File: config.mk
export PLATFORM = sky130hd
export DESIGN_NAME = irom_loader_flat
export DESIGN_NICKNAME = d
export VERILOG_FILES = /design/src/rtl/irom_loader_pkg.sv /design/src/rtl/irom_loader_if.sv /design/src/rtl/irom_loader_byte_word_packer.sv /design/src/rtl/irom_loader.sv /design/src/flat_wrapper.sv
export SDC_FILE = /design/constraint.sdc
export NUM_CORES = 1
export LEC_CHECK = 0
export CAP_MARGIN = 20
export CORE_MARGIN = 3
export CORE_UTILIZATION = 35
export CTS_BUF_LIST = sky130_fd_sc_hd__clkbuf_4
export DETAILED_ROUTE_END_ITERATION = 10
export GPL_TIMING_DRIVEN = 0
export SKIP_LAST_GASP = 1
export SLEW_MARGIN = 25
export SYNTH_ARGS = -nofsm -noshare
export SYNTH_HDL_FRONTEND = slang
export SYNTH_SLANG_ARGS = --single-unit
File: constraint.sdc
create_clock -name clk -period 3.26 [get_ports clk]
set_clock_uncertainty 0.1 [all_clocks]
set_input_delay 0.652 -clock clk [delete_from_list [all_inputs] [get_ports clk]]
set_output_delay 0.652 -clock clk [all_outputs]
set_load 0.005 [all_outputs]
File: src/rtl/irom_loader_pkg.sv
// Shared types and constants for the instruction-memory boot loader.
package irom_loader_pkg;

  typedef enum logic [2:0] {
    ST_IDLE,
    ST_HDR_HI,
    ST_HDR_LO,
    ST_DATA,
    ST_CSUM,
    ST_RUN,
    ST_ERR
  } state_t;

  localparam int unsigned BYTES_PER_WORD = 4;
  localparam int unsigned WORD_W         = 8 * BYTES_PER_WORD;
  localparam int unsigned CNT_W          = 10;
  localparam logic [7:0]  CSUM_RESIDUE   = 8'h00;

  // States in which the loader consumes bytes from the stream.
  function automatic logic accepts_bytes(input state_t s);
    return (s == ST_HDR_HI) || (s == ST_HDR_LO) || (s == ST_DATA) || (s == ST_CSUM);
  endfunction

endpackage

File: src/rtl/irom_loader_if.sv
// Loader bundle: byte-stream handshake, instruction-memory write port and
// boot status. The master modport is the loader side.
interface irom_loader_if #(
  parameter int unsigned ADDR_W = 9
);
  logic              start;
  logic              in_valid;
  logic [7:0]        in_data;
  logic              in_ready;
  logic              wr_en;
  logic [ADDR_W-1:0] wr_addr;
  logic [31:0]       wr_data;
  logic              proc_rst_n;
  logic              load_done;
  logic              load_err;

  modport master (
    input  start, in_valid, in_data,
    output in_ready, wr_en, wr_addr, wr_data, proc_rst_n, load_done, load_err
  );

  modport slave (
    output start, in_valid, in_data,
    input  in_ready, wr_en, wr_addr, wr_data, proc_rst_n, load_done, load_err
  );
endinterface

File: src/rtl/irom_loader_byte_word_packer.sv
// Big-endian byte-to-word assembler: shifts bytes in MSB first and pulses
// word_valid_o for one cycle, the cycle after the last byte of a word.
module byte_word_packer
  import irom_loader_pkg::*;
(
  input  logic              clk,
  input  logic              rst,
  input  logic              clr_i,
  input  logic              byte_valid_i,
  input  logic [7:0]        byte_i,
  output logic [WORD_W-1:0] word_o,
  output logic              word_valid_o,
  output logic [1:0]        byte_cnt_o
);

  localparam logic [1:0] LAST_BYTE = 2'(BYTES_PER_WORD - 1);

  logic [WORD_W-1:0] word_q, word_d;
  logic [1:0]        byte_cnt_q, byte_cnt_d;
  logic              word_valid_q, word_valid_d;

  // Next-state: shift in accepted bytes, flag completion of a word.
  always_comb begin
    word_d       = word_q;
    byte_cnt_d   = byte_cnt_q;
    word_valid_d = 1'b0;
    if (clr_i) begin
      byte_cnt_d = '0;
    end else if (byte_valid_i) begin
      word_d       = {word_q[WORD_W-9:0], byte_i};
      byte_cnt_d   = byte_cnt_q + 2'd1;
      word_valid_d = (byte_cnt_q == LAST_BYTE);
    end
  end

  // Packer registers.
  always_ff @(posedge clk or posedge rst) begin
    if (rst) begin
      word_q       <= '0;
      byte_cnt_q   <= '0;
      word_valid_q <= 1'b0;
    end else begin
      word_q       <= word_d;
      byte_cnt_q   <= byte_cnt_d;
      word_valid_q <= word_valid_d;
    end
  end

  assign word_o       = word_q;
  assign word_valid_o = word_valid_q;
  assign byte_cnt_o   = byte_cnt_q;

endmodule

File: src/rtl/irom_loader.sv
// Boot loader: parses a counted, checksummed byte frame, writes the words
// into instruction memory from address 0, and releases the processor reset
// only after the image has been verified.
module irom_loader
  import irom_loader_pkg::*;
#(
  parameter int unsigned ADDR_W = 9,
  parameter int unsigned DEPTH  = 512
) (
  input logic           clk,
  input logic           rst,
  irom_loader_if.master bus
);

  localparam logic [CNT_W-1:0] DEPTH_C = CNT_W'(DEPTH);
  localparam logic [CNT_W-1:0] ONE_C   = CNT_W'(1);

  state_t             state_q, state_d;
  logic [1:0]         cnt_hi_q, cnt_hi_d;
  logic [CNT_W-1:0]   count_q, count_d;
  logic [CNT_W-1:0]   word_cnt_q, word_cnt_d;
  logic [7:0]         xor_q, xor_d;
  logic [ADDR_W-1:0]  wr_addr_q, wr_addr_d;
  logic               in_ready_q, proc_rst_n_q, load_done_q, load_err_q;

  logic               xfer, data_xfer, word_last_byte, load_begin;
  logic [CNT_W-1:0]   hdr_count;
  logic [WORD_W-1:0]  pk_word;
  logic               pk_word_valid;
  logic [1:0]         pk_byte_cnt;

  assign xfer           = bus.in_valid && in_ready_q;
  assign data_xfer      = xfer && (state_q == ST_DATA);
  assign word_last_byte = data_xfer && (pk_byte_cnt == 2'(BYTES_PER_WORD - 1));
  assign load_begin     = bus.start &&
                          ((state_q == ST_IDLE) || (state_q == ST_RUN) || (state_q == ST_ERR));
  assign hdr_count      = {cnt_hi_q, bus.in_data};

  byte_word_packer u_packer (
    .clk          (clk),
    .rst          (rst),
    .clr_i        (load_begin),
    .byte_valid_i (data_xfer),
    .byte_i       (bus.in_data),
    .word_o       (pk_word),
    .word_valid_o (pk_word_valid),
    .byte_cnt_o   (pk_byte_cnt)
  );

  // Next-state logic: frame parsing, word indexing and checksum folding.
  always_comb begin
    state_d    = state_q;
    cnt_hi_d   = cnt_hi_q;
    count_d    = count_q;
    word_cnt_d = word_cnt_q;
    xor_d      = xor_q;
    wr_addr_d  = wr_addr_q;

    unique case (state_q)
      ST_IDLE: begin
        if (bus.start) state_d = ST_HDR_HI;
      end
      ST_HDR_HI: begin
        if (xfer) begin
          cnt_hi_d = bus.in_data[1:0];
          state_d  = ST_HDR_LO;
        end
      end
      ST_HDR_LO: begin
        if (xfer) begin
          count_d = hdr_count;
          if ((hdr_count == '0) || (hdr_count > DEPTH_C)) state_d = ST_ERR;
          else                                            state_d = ST_DATA;
        end
      end
      ST_DATA: begin
        if (xfer) begin
          xor_d = xor_q ^ bus.in_data;
          if (word_last_byte) begin
            // Address is latched alongside the packer's word so the write
            // strobe, address and data all appear together next cycle.
            wr_addr_d  = word_cnt_q[ADDR_W-1:0];
            word_cnt_d = word_cnt_q + ONE_C;
            if (word_cnt_q == count_q - ONE_C) state_d = ST_CSUM;
          end
        end
      end
      ST_CSUM: begin
        if (xfer) begin
          if ((xor_q ^ bus.in_data) == CSUM_RESIDUE) state_d = ST_RUN;
          else                                       state_d = ST_ERR;
        end
      end
      ST_RUN, ST_ERR: begin
        if (bus.start) state_d = ST_HDR_HI;
      end
      default: state_d = ST_IDLE;
    endcase

    if (load_begin) begin
      word_cnt_d = '0;
      xor_d      = '0;
    end
  end

  // State, counters and registered status outputs.
  always_ff @(posedge clk or posedge rst) begin
    if (rst) begin
      state_q      <= ST_IDLE;
      cnt_hi_q     <= '0;
      count_q      <= '0;
      word_cnt_q   <= '0;
      xor_q        <= '0;
      wr_addr_q    <= '0;
      in_ready_q   <= 1'b0;
      proc_rst_n_q <= 1'b0;
      load_done_q  <= 1'b0;
      load_err_q   <= 1'b0;
    end else begin
      state_q      <= state_d;
      cnt_hi_q     <= cnt_hi_d;
      count_q      <= count_d;
      word_cnt_q   <= word_cnt_d;
      xor_q        <= xor_d;
      wr_addr_q    <= wr_addr_d;
      in_ready_q   <= accepts_bytes(state_d);
      proc_rst_n_q <= (state_d == ST_RUN);
      load_done_q  <= (state_d == ST_RUN);
      load_err_q   <= (state_d == ST_ERR);
    end
  end

  assign bus.in_ready   = in_ready_q;
  assign bus.wr_en      = pk_word_valid;
  assign bus.wr_addr    = wr_addr_q;
  assign bus.wr_data    = pk_word;
  assign bus.proc_rst_n = proc_rst_n_q;
  assign bus.load_done  = load_done_q;
  assign bus.load_err   = load_err_q;

endmodule
File: src/flat_wrapper.sv
// flat-port wrapper written by rule: the top's interface ports become plain ports
module irom_loader_flat import irom_loader_pkg::*;
#(
  parameter int unsigned ADDR_W = 9,
  parameter int unsigned DEPTH  = 512
)
  (clk, rst, bus_start, bus_in_valid, bus_in_data, bus_in_ready, bus_wr_en, bus_wr_addr, bus_wr_data, bus_proc_rst_n, bus_load_done, bus_load_err);
  irom_loader_if #(.ADDR_W(ADDR_W)) bus_i ();
  input logic clk;
  input logic rst;
  input wire logic [$bits(bus_i.start)-1:0] bus_start;
  input wire logic [$bits(bus_i.in_valid)-1:0] bus_in_valid;
  input wire logic [$bits(bus_i.in_data)-1:0] bus_in_data;
  output wire logic [$bits(bus_i.in_ready)-1:0] bus_in_ready;
  output wire logic [$bits(bus_i.wr_en)-1:0] bus_wr_en;
  output wire logic [$bits(bus_i.wr_addr)-1:0] bus_wr_addr;
  output wire logic [$bits(bus_i.wr_data)-1:0] bus_wr_data;
  output wire logic [$bits(bus_i.proc_rst_n)-1:0] bus_proc_rst_n;
  output wire logic [$bits(bus_i.load_done)-1:0] bus_load_done;
  output wire logic [$bits(bus_i.load_err)-1:0] bus_load_err;
  assign bus_i.start = bus_start;
  assign bus_i.in_valid = bus_in_valid;
  assign bus_i.in_data = bus_in_data;
  assign bus_in_ready = bus_i.in_ready;
  assign bus_wr_en = bus_i.wr_en;
  assign bus_wr_addr = bus_i.wr_addr;
  assign bus_wr_data = bus_i.wr_data;
  assign bus_proc_rst_n = bus_i.proc_rst_n;
  assign bus_load_done = bus_i.load_done;
  assign bus_load_err = bus_i.load_err;
  irom_loader #(.ADDR_W(ADDR_W), .DEPTH(DEPTH)) u_core (.clk(clk), .rst(rst), .bus(bus_i));
endmodule
==> results.md <==
* 0.90 ns — minimum setup slack among reg-to-reg paths
* 6.22 mm — total half-perimeter wirelength after legalization and detailed placement
* 100% — asr flop ratio synth
* 3 — H-tree levels
* 0 — Gates resized, CTS repair
* 0 — final hold viol count
* sky130_fd_sc_hd__nand2_1 — most frequently used cell type in the post-synthesis netlist
* 827 nW/um^2 — power density over the cells
* 14.1 um — post-DR wirelength/cell
* 483 — net count of the finished layout
* 4.90 — Vias/cell
* 52.7% — fraction of post-synthesis cell area in the top cell type by area
* 3800 um^2 — cell area after synthesis
* 58 — number of ports placed on the die boundary
* 7 — largest fanout on the critical path
* clkdlybuf4s50_1 -> nand2b_1 -> o2111ai_1 -> or4_1 -> a211oi_1 -> o21ai_1 — Critical Path, Cell by Cell
* 2,986 — total number of vias
* sky130_fd_sc_hd__clkdlybuf4s50_1 — Critical-path top delay cell
* 0 — number of antenna-violating nets in the routed design
* 3920 uW — total power draw
* 0.229 ns — worst slack at placement
* sky130_fd_sc_hd__dfrtp_1 53%, sky130_fd_sc_hd__nand2_1 11%, sky130_fd_sc_hd__mux2_2 5.9% — synth top area cells
* complete, no violations — status
* 57 — # port buffers
* input port to register — category of the critical setup timing path
* 0.44 ns — source-to-sink clock delay at the later pin of the worst-skew pair
* 110 um — die span in x
* 9.52 um^2 — syn_area_per_cell
* 56 — pin count of the biggest net entering global routing
* 0.000294 V — peak supply drop
* 24.8% — synth-to-layout area growth
* 0 — number of max-slew violations in the final report
* 8.61 mm — DRT Wirelength
* 2 — clock tree buffer depth
* register to register — Min-Delay Path Class
* yes — TritonCTS clock tree
* register — element type at the critical path end
* 0 — antenna violations before repair
* 2.80 ns — Worst EP arrival
* 79.4% — final critical-path share of the clock period
* 0 — global-route congestion overflow total
* 0.672 ns — setup slack of the critical path after layout
* 14.9% — combined global-route utilization of all metal layers
* 80 — CTS sink cnt
* simple AND/OR/NAND/NOR gates — family of cells with the greatest summed delay on the critical path
* 0 — post-CTS setup-driven buffer insertion count
* 80 — number of synthesized register bits
* 111 x sky130_fd_sc_hd__nand2_1, 80 x sky130_fd_sc_hd__dfrtp_1, 29 x sky130_fd_sc_hd__o21ai_0 — list of most frequent post-synthesis cells
* input port — startpoint kind of the worst setup timing path
* 4 — 1st-pass router iterations
* sky130_fd_sc_hd__dfrtp_1 — dominant cell type by area after synthesis
* 0 — diode count
* 0 — Synth Warn #
* 232 — violation count after the first detailed-route iteration
* 37 — # rows
* false — unrepaired setup endpoints after global routing
* 14.2 mm — global-route wire length before repair
* 386 MHz — Peak Freq
* 1,015 — number of fill cells
* 59.1% — headroom to the max-slew limit
* 11.2% — share of post-route cells with drive strength above 1
* 2,774 — via count of the first global-routing pass
* 3.47 ns — required time at the endpoint of the critical path
* 12,100 um^2 — die area
* 0.611 ns — pin slew with the least headroom to its limit
* 0 — remaining design rule violation count
* 52.7% — sequential cell area fraction in the yosys report
* 110 um — overall die height
* 399 — Mapped Cells
* 0.15 ns — clock transition at the registers of the reported paths
* 0.798 — weighted congestion reported at the end of routability-driven placement
* 9 — number of buffers added by the clock tree synthesis step
* 0.00212 uW — leakage dissipation
* 0.66 ns — delay of the slowest cell on the worst path
* 0 — final-report setup violation count
* sky130_fd_sc_hd__dfrtp_1 — predominant post-synthesis flop cell
* 36.5% — Starting Density
* 0 — number of enable-type register cells in the synthesized netlist
* 2.59 ns — time the final worst path needs with I/O delays and setup
* 43 — library cells used by synthesis
* 0 — max-capacitance violation count
* 1 — total buffers and inverters traversed by the critical path
* 0 — number of buffers inserted for hold repair after clock tree synthesis
* 10,400 um^2 — core outline area
* sky130_fd_sc_hd__clkbuf_4 — root buffer cell
* 414 — synthesized netlist net count
worst paths after layout:
kind                                             from                          to  cells after the start
setup / recovery                       bus_in_data[0]           u_core.state_q[1]                      6
hold / removal             u_core.u_packer.word_o[28]  u_core.u_packer.word_o[28]                      2
setup reg to reg                    u_core.count_q[0]         u_core.bus.load_err                      7
hold reg to reg            u_core.u_packer.word_o[28]  u_core.u_packer.word_o[28]                      2
max in group asynchronous                         rst           u_core.count_q[2]                      3
min in group asynchronous                         rst           u_core.state_q[2]                      2
layout make-up:
type	instances	area, um^2	area share [%]
plain buffers	18	83.8	1.77
clock buffers	9	67.6	1.43
well taps	136	170	3.59
inverters	7	28.8	0.607
flip-flops and latches	80	2000	42.2
clock inverters	7	103	2.17
repair buffers	58	598	12.6
multi-input cells	294	1690	35.6
cell usage in the layout, fill, tap and decap left out, types with 3 or more instances in the layout:
cell,count
sky130_fd_sc_hd__nand2_1,111
sky130_fd_sc_hd__dfrtp_1,80
sky130_fd_sc_hd__clkdlybuf4s50_1,57
sky130_fd_sc_hd__o21ai_0,29
sky130_fd_sc_hd__nor2_1,28
sky130_fd_sc_hd__mux2_2,20
sky130_fd_sc_hd__nand2b_1,16
sky130_fd_sc_hd__clkbuf_1,11
sky130_fd_sc_hd__xnor2_1,11
sky130_fd_sc_hd__xor2_1,10
sky130_fd_sc_hd__nand4_1,9
sky130_fd_sc_hd__clkbuf_4,9
sky130_fd_sc_hd__a21oi_1,8
sky130_fd_sc_hd__inv_1,6
sky130_fd_sc_hd__nand3_1,6
sky130_fd_sc_hd__nor3_1,5
sky130_fd_sc_hd__buf_2,4
sky130_fd_sc_hd__nand3b_1,3
sky130_fd_sc_hd__or3_1,3
sky130_fd_sc_hd__and3_1,3
sky130_fd_sc_hd__nor4b_1,3
sky130_fd_sc_hd__nor4_2,3
sky130_fd_sc_hd__a211oi_1,3
sky130_fd_sc_hd__ha_1,3
power by group:
group | internal [uW] | switching, uW | total [uW]
clock network | 322 | 379 | 701
registers | 1330 | 284 | 1620
logic | 830 | 771 | 1600
total | 2490 | 1430 | 3920
cell families after synthesis:
family          after synthesis  share of synthesized area, %
simple gates                197                          24.3
xor+xnor                     21                          4.84
fa+ha+maj                     4                          1.25
mux                          20                          5.93
flops                        80                          52.7
buf+inv                      25                          2.90
compound gates               52                          8.01
metrics by stage:
stage	util [%]	cells	TNS, ns	instance area (um^2)	hold slack (ns)
2_1_floorplan	-	399	0	3800	0.368
3_3_place_gp	43.6	592	-69.10	4540	0.359
3_5_place_dp	43.9	593	0	4570	0.362
4_1_cts	45.5	609	0	4740	0.397
5_1_grt	45.5	609	0	4740	0.429
6_report	45.5	609	0	4740	0.389
layer usage:
layer,vias to the layer above,global-route usage [%],part of all wire [%]
met4,0,4.49,1.3
li1,1485,-,-
met1,1434,21.5,50
met5,-,0,0
met2,58,22.1,45
met3,9,3.84,3.6
registers in the layout, summed over array words and instances (netlist names):
| signal | flops |
|---|---|
| u_core.state_q | 3 |
| u_core.word_cnt_q | 10 |
| u_core.u_packer.word_valid_o | 1 |
| u_core.bus.proc_rst_n | 1 |
| u_core.u_packer.byte_cnt_o | 2 |
| u_core.bus.load_err | 1 |
| u_core.count_q | 10 |
| u_core.bus.wr_addr | 9 |
| u_core.xor_q | 8 |
| u_core.u_packer.word_o | 32 |
| u_core.cnt_hi_q | 2 |
| u_core.bus.in_ready | 1 |
worst reg2reg max path, stage by stage (launching register included):
cell and delay [ns]:
sky130_fd_sc_hd__dfrtp_1 0.47, sky130_fd_sc_hd__inv_1 0.10, sky130_fd_sc_hd__ha_1 0.22, sky130_fd_sc_hd__nor3b_2 0.32, sky130_fd_sc_hd__nand3b_1 0.14, sky130_fd_sc_hd__o311ai_0 0.51, sky130_fd_sc_hd__a31oi_1 0.24, sky130_fd_sc_hd__nor3b_2 0.18
(Power assumes the default switching activity.)
==> edit: new RTL, same flow settings <==
Make the reset (`rst`) synchronous in 2 clocked blocks.
--- a/src/rtl/irom_loader_byte_word_packer.sv
+++ b/src/rtl/irom_loader_byte_word_packer.sv
@@ -34,7 +34,7 @@
   end
 
   // Packer registers.
-  always_ff @(posedge clk or posedge rst) begin
+  always_ff @(posedge clk) begin
     if (rst) begin
       word_q       <= '0;
       byte_cnt_q   <= '0;
--- a/src/rtl/irom_loader.sv
+++ b/src/rtl/irom_loader.sv
@@ -104,7 +104,7 @@
   end
 
   // State, counters and registered status outputs.
-  always_ff @(posedge clk or posedge rst) begin
+  always_ff @(posedge clk) begin
     if (rst) begin
       state_q      <= ST_IDLE;
       cnt_hi_q     <= '0;
Behaviour: differs if rst is asserted again (counterexample within 4 cycles, from zero or initial values and one cycle with rst high); with rst held inactive, the same outputs for 10 cycles.
==> edit against the unedited design <==
Synthesized cell count increased by 3.8%. Wire length down 2.0%. Setup slack worse by 0.50 ns. Area after synthesis is 10% lower. Via count down 0.30%. Count of clock-buffer cells in the layout unchanged. Sequential cell count unchanged. Design area decreased by 10%. Largest cell class is now multi-input gates. Highest routed layer unchanged.
Power is not compared: it rests on default switching activity, and its combinational part moved more than twofold at a synthesized area within 25%.
==> edit: results <==
[outcome]
status = complete, no violations

[sta]
max_freq_mhz = 324
relSlewSlack_pct = 56.3

[global_routing]
grt_pass1_vias = 2902
antenna_found_initial = 1
grt_max_degree = 16
grt_use_total_pct = 15.9

[logic_synthesis]
yosysUniqueCellTypes = 39
synth-compound-area-share_pct = 12.5
synthAdderAreaFrac_pct = 1.40
seq_area_frac_synth_pct = 47.1
yosys-top-cells-count = 93 x nand2_1, 80 x dfxtp_1, 50 x a21oi_1, 40 x nor2_1, 22 x clkbuf_1
async_reset_ff_share_pct = 0
synth-xor-area-share_pct = 9.01
synthTopCellsByArea = dfxtp_1 47%, nand2_1 10%, a21oi_1 7.4%
synth_area_per_cell_um2 = 8.22
synthFlopType = dfxtp_1
syn-num-nets = 429
synth.area.mux_share_pct = 3.24

[setup_path]
crit_fanout = 9
crit_start = bus_in_valid
r2r_cells = 8
rr_endpoint = u_core.bus.in_ready
cp.arrival_ns = 3.35
crit_slowest_cell = nor2_1
r2r-start = u_core.state_q[2]
critPathMaxStageDelay_ns = 0.55

[power]
vdd_ir_drop_max_uv = 238

[routing]
wirelength_mm = 8.43
drt_iter0_drc = 161
avgRoutedWirePerCell_um = 13.7
vias = 2977

[hold_path]
hp-start = u_core.bus.wr_addr[3]

[finish]
drive_gt1_share_pct = 4.72
nNetsFinal = 497

[placement]
place_ws_ns = -0.267
gp_congestion = 0.793
dp.cells = 600
edit: changes by cell type in the layout (fill, tap and decap cells not counted), moves of 10 or more:
cell and delta:
nand2b_1 -15, nor2_1 +12, xor2_1 +10, nand2_1 -18
dfrtp_1 -80, mux2i_1 +11, a21oi_1 +42, o21ai_0 -24
mux2_2 -20, clkbuf_1 +11, dfxtp_1 +80
edit: area by class of cell:
| class | instances | area (um^2) |
|---|---|---|
| Timing Repair Buffer | 57 | 571 |
| Inverter | 7 | 26.3 |
| Clock inverter | 7 | 55.1 |
| Clock buffer | 9 | 67.6 |
| Fill cell | 948 | 5070 |
| Antenna cell | 1 | 2.50 |
| Buffer | 26 | 105 |
| Sequential cell | 80 | 1600 |
| Multi-Input combinational cell | 301 | 1670 |
| Tap cell | 129 | 161 |
edit: kinds of logic after synthesis:
| kind of cell | Yosys count |
|---|---|
| compound gates | 73 |
| xor+xnor | 35 |
| fa+ha+maj | 4 |
| buf+inv | 33 |
| flops | 80 |
| mux | 11 |
| simple gates | 178 |
edit: worst min-delay path by stage:
stage | to | slack [ns] | cells after the start
after detailed placement | u_core.u_packer.word_o[31] | 0.35 | 2
after global placement | u_core.bus.wr_addr[5] | 0.35 | 2
after CTS | u_core.u_packer.word_o[31] | 0.37 | 2
after global routing | u_core.u_packer.word_o[31] | 0.38 | 2
final | u_core.bus.wr_addr[3] | 0.36 | 2
after floorplan | u_core.u_packer.byte_cnt_o[1] | 0.34 | 2
edit: routing by layer:
metal / global-route usage, % / part of all wire (%) / vias to the layer above
met5: 0 / 0 / -
met4: 4.78 / 0.68 / 0
met3: 4.26 / 3.9 / 2
met2: 26.8 / 50 / 58
met1: 20.0 / 46 / 1391
li1: - / - / 1526
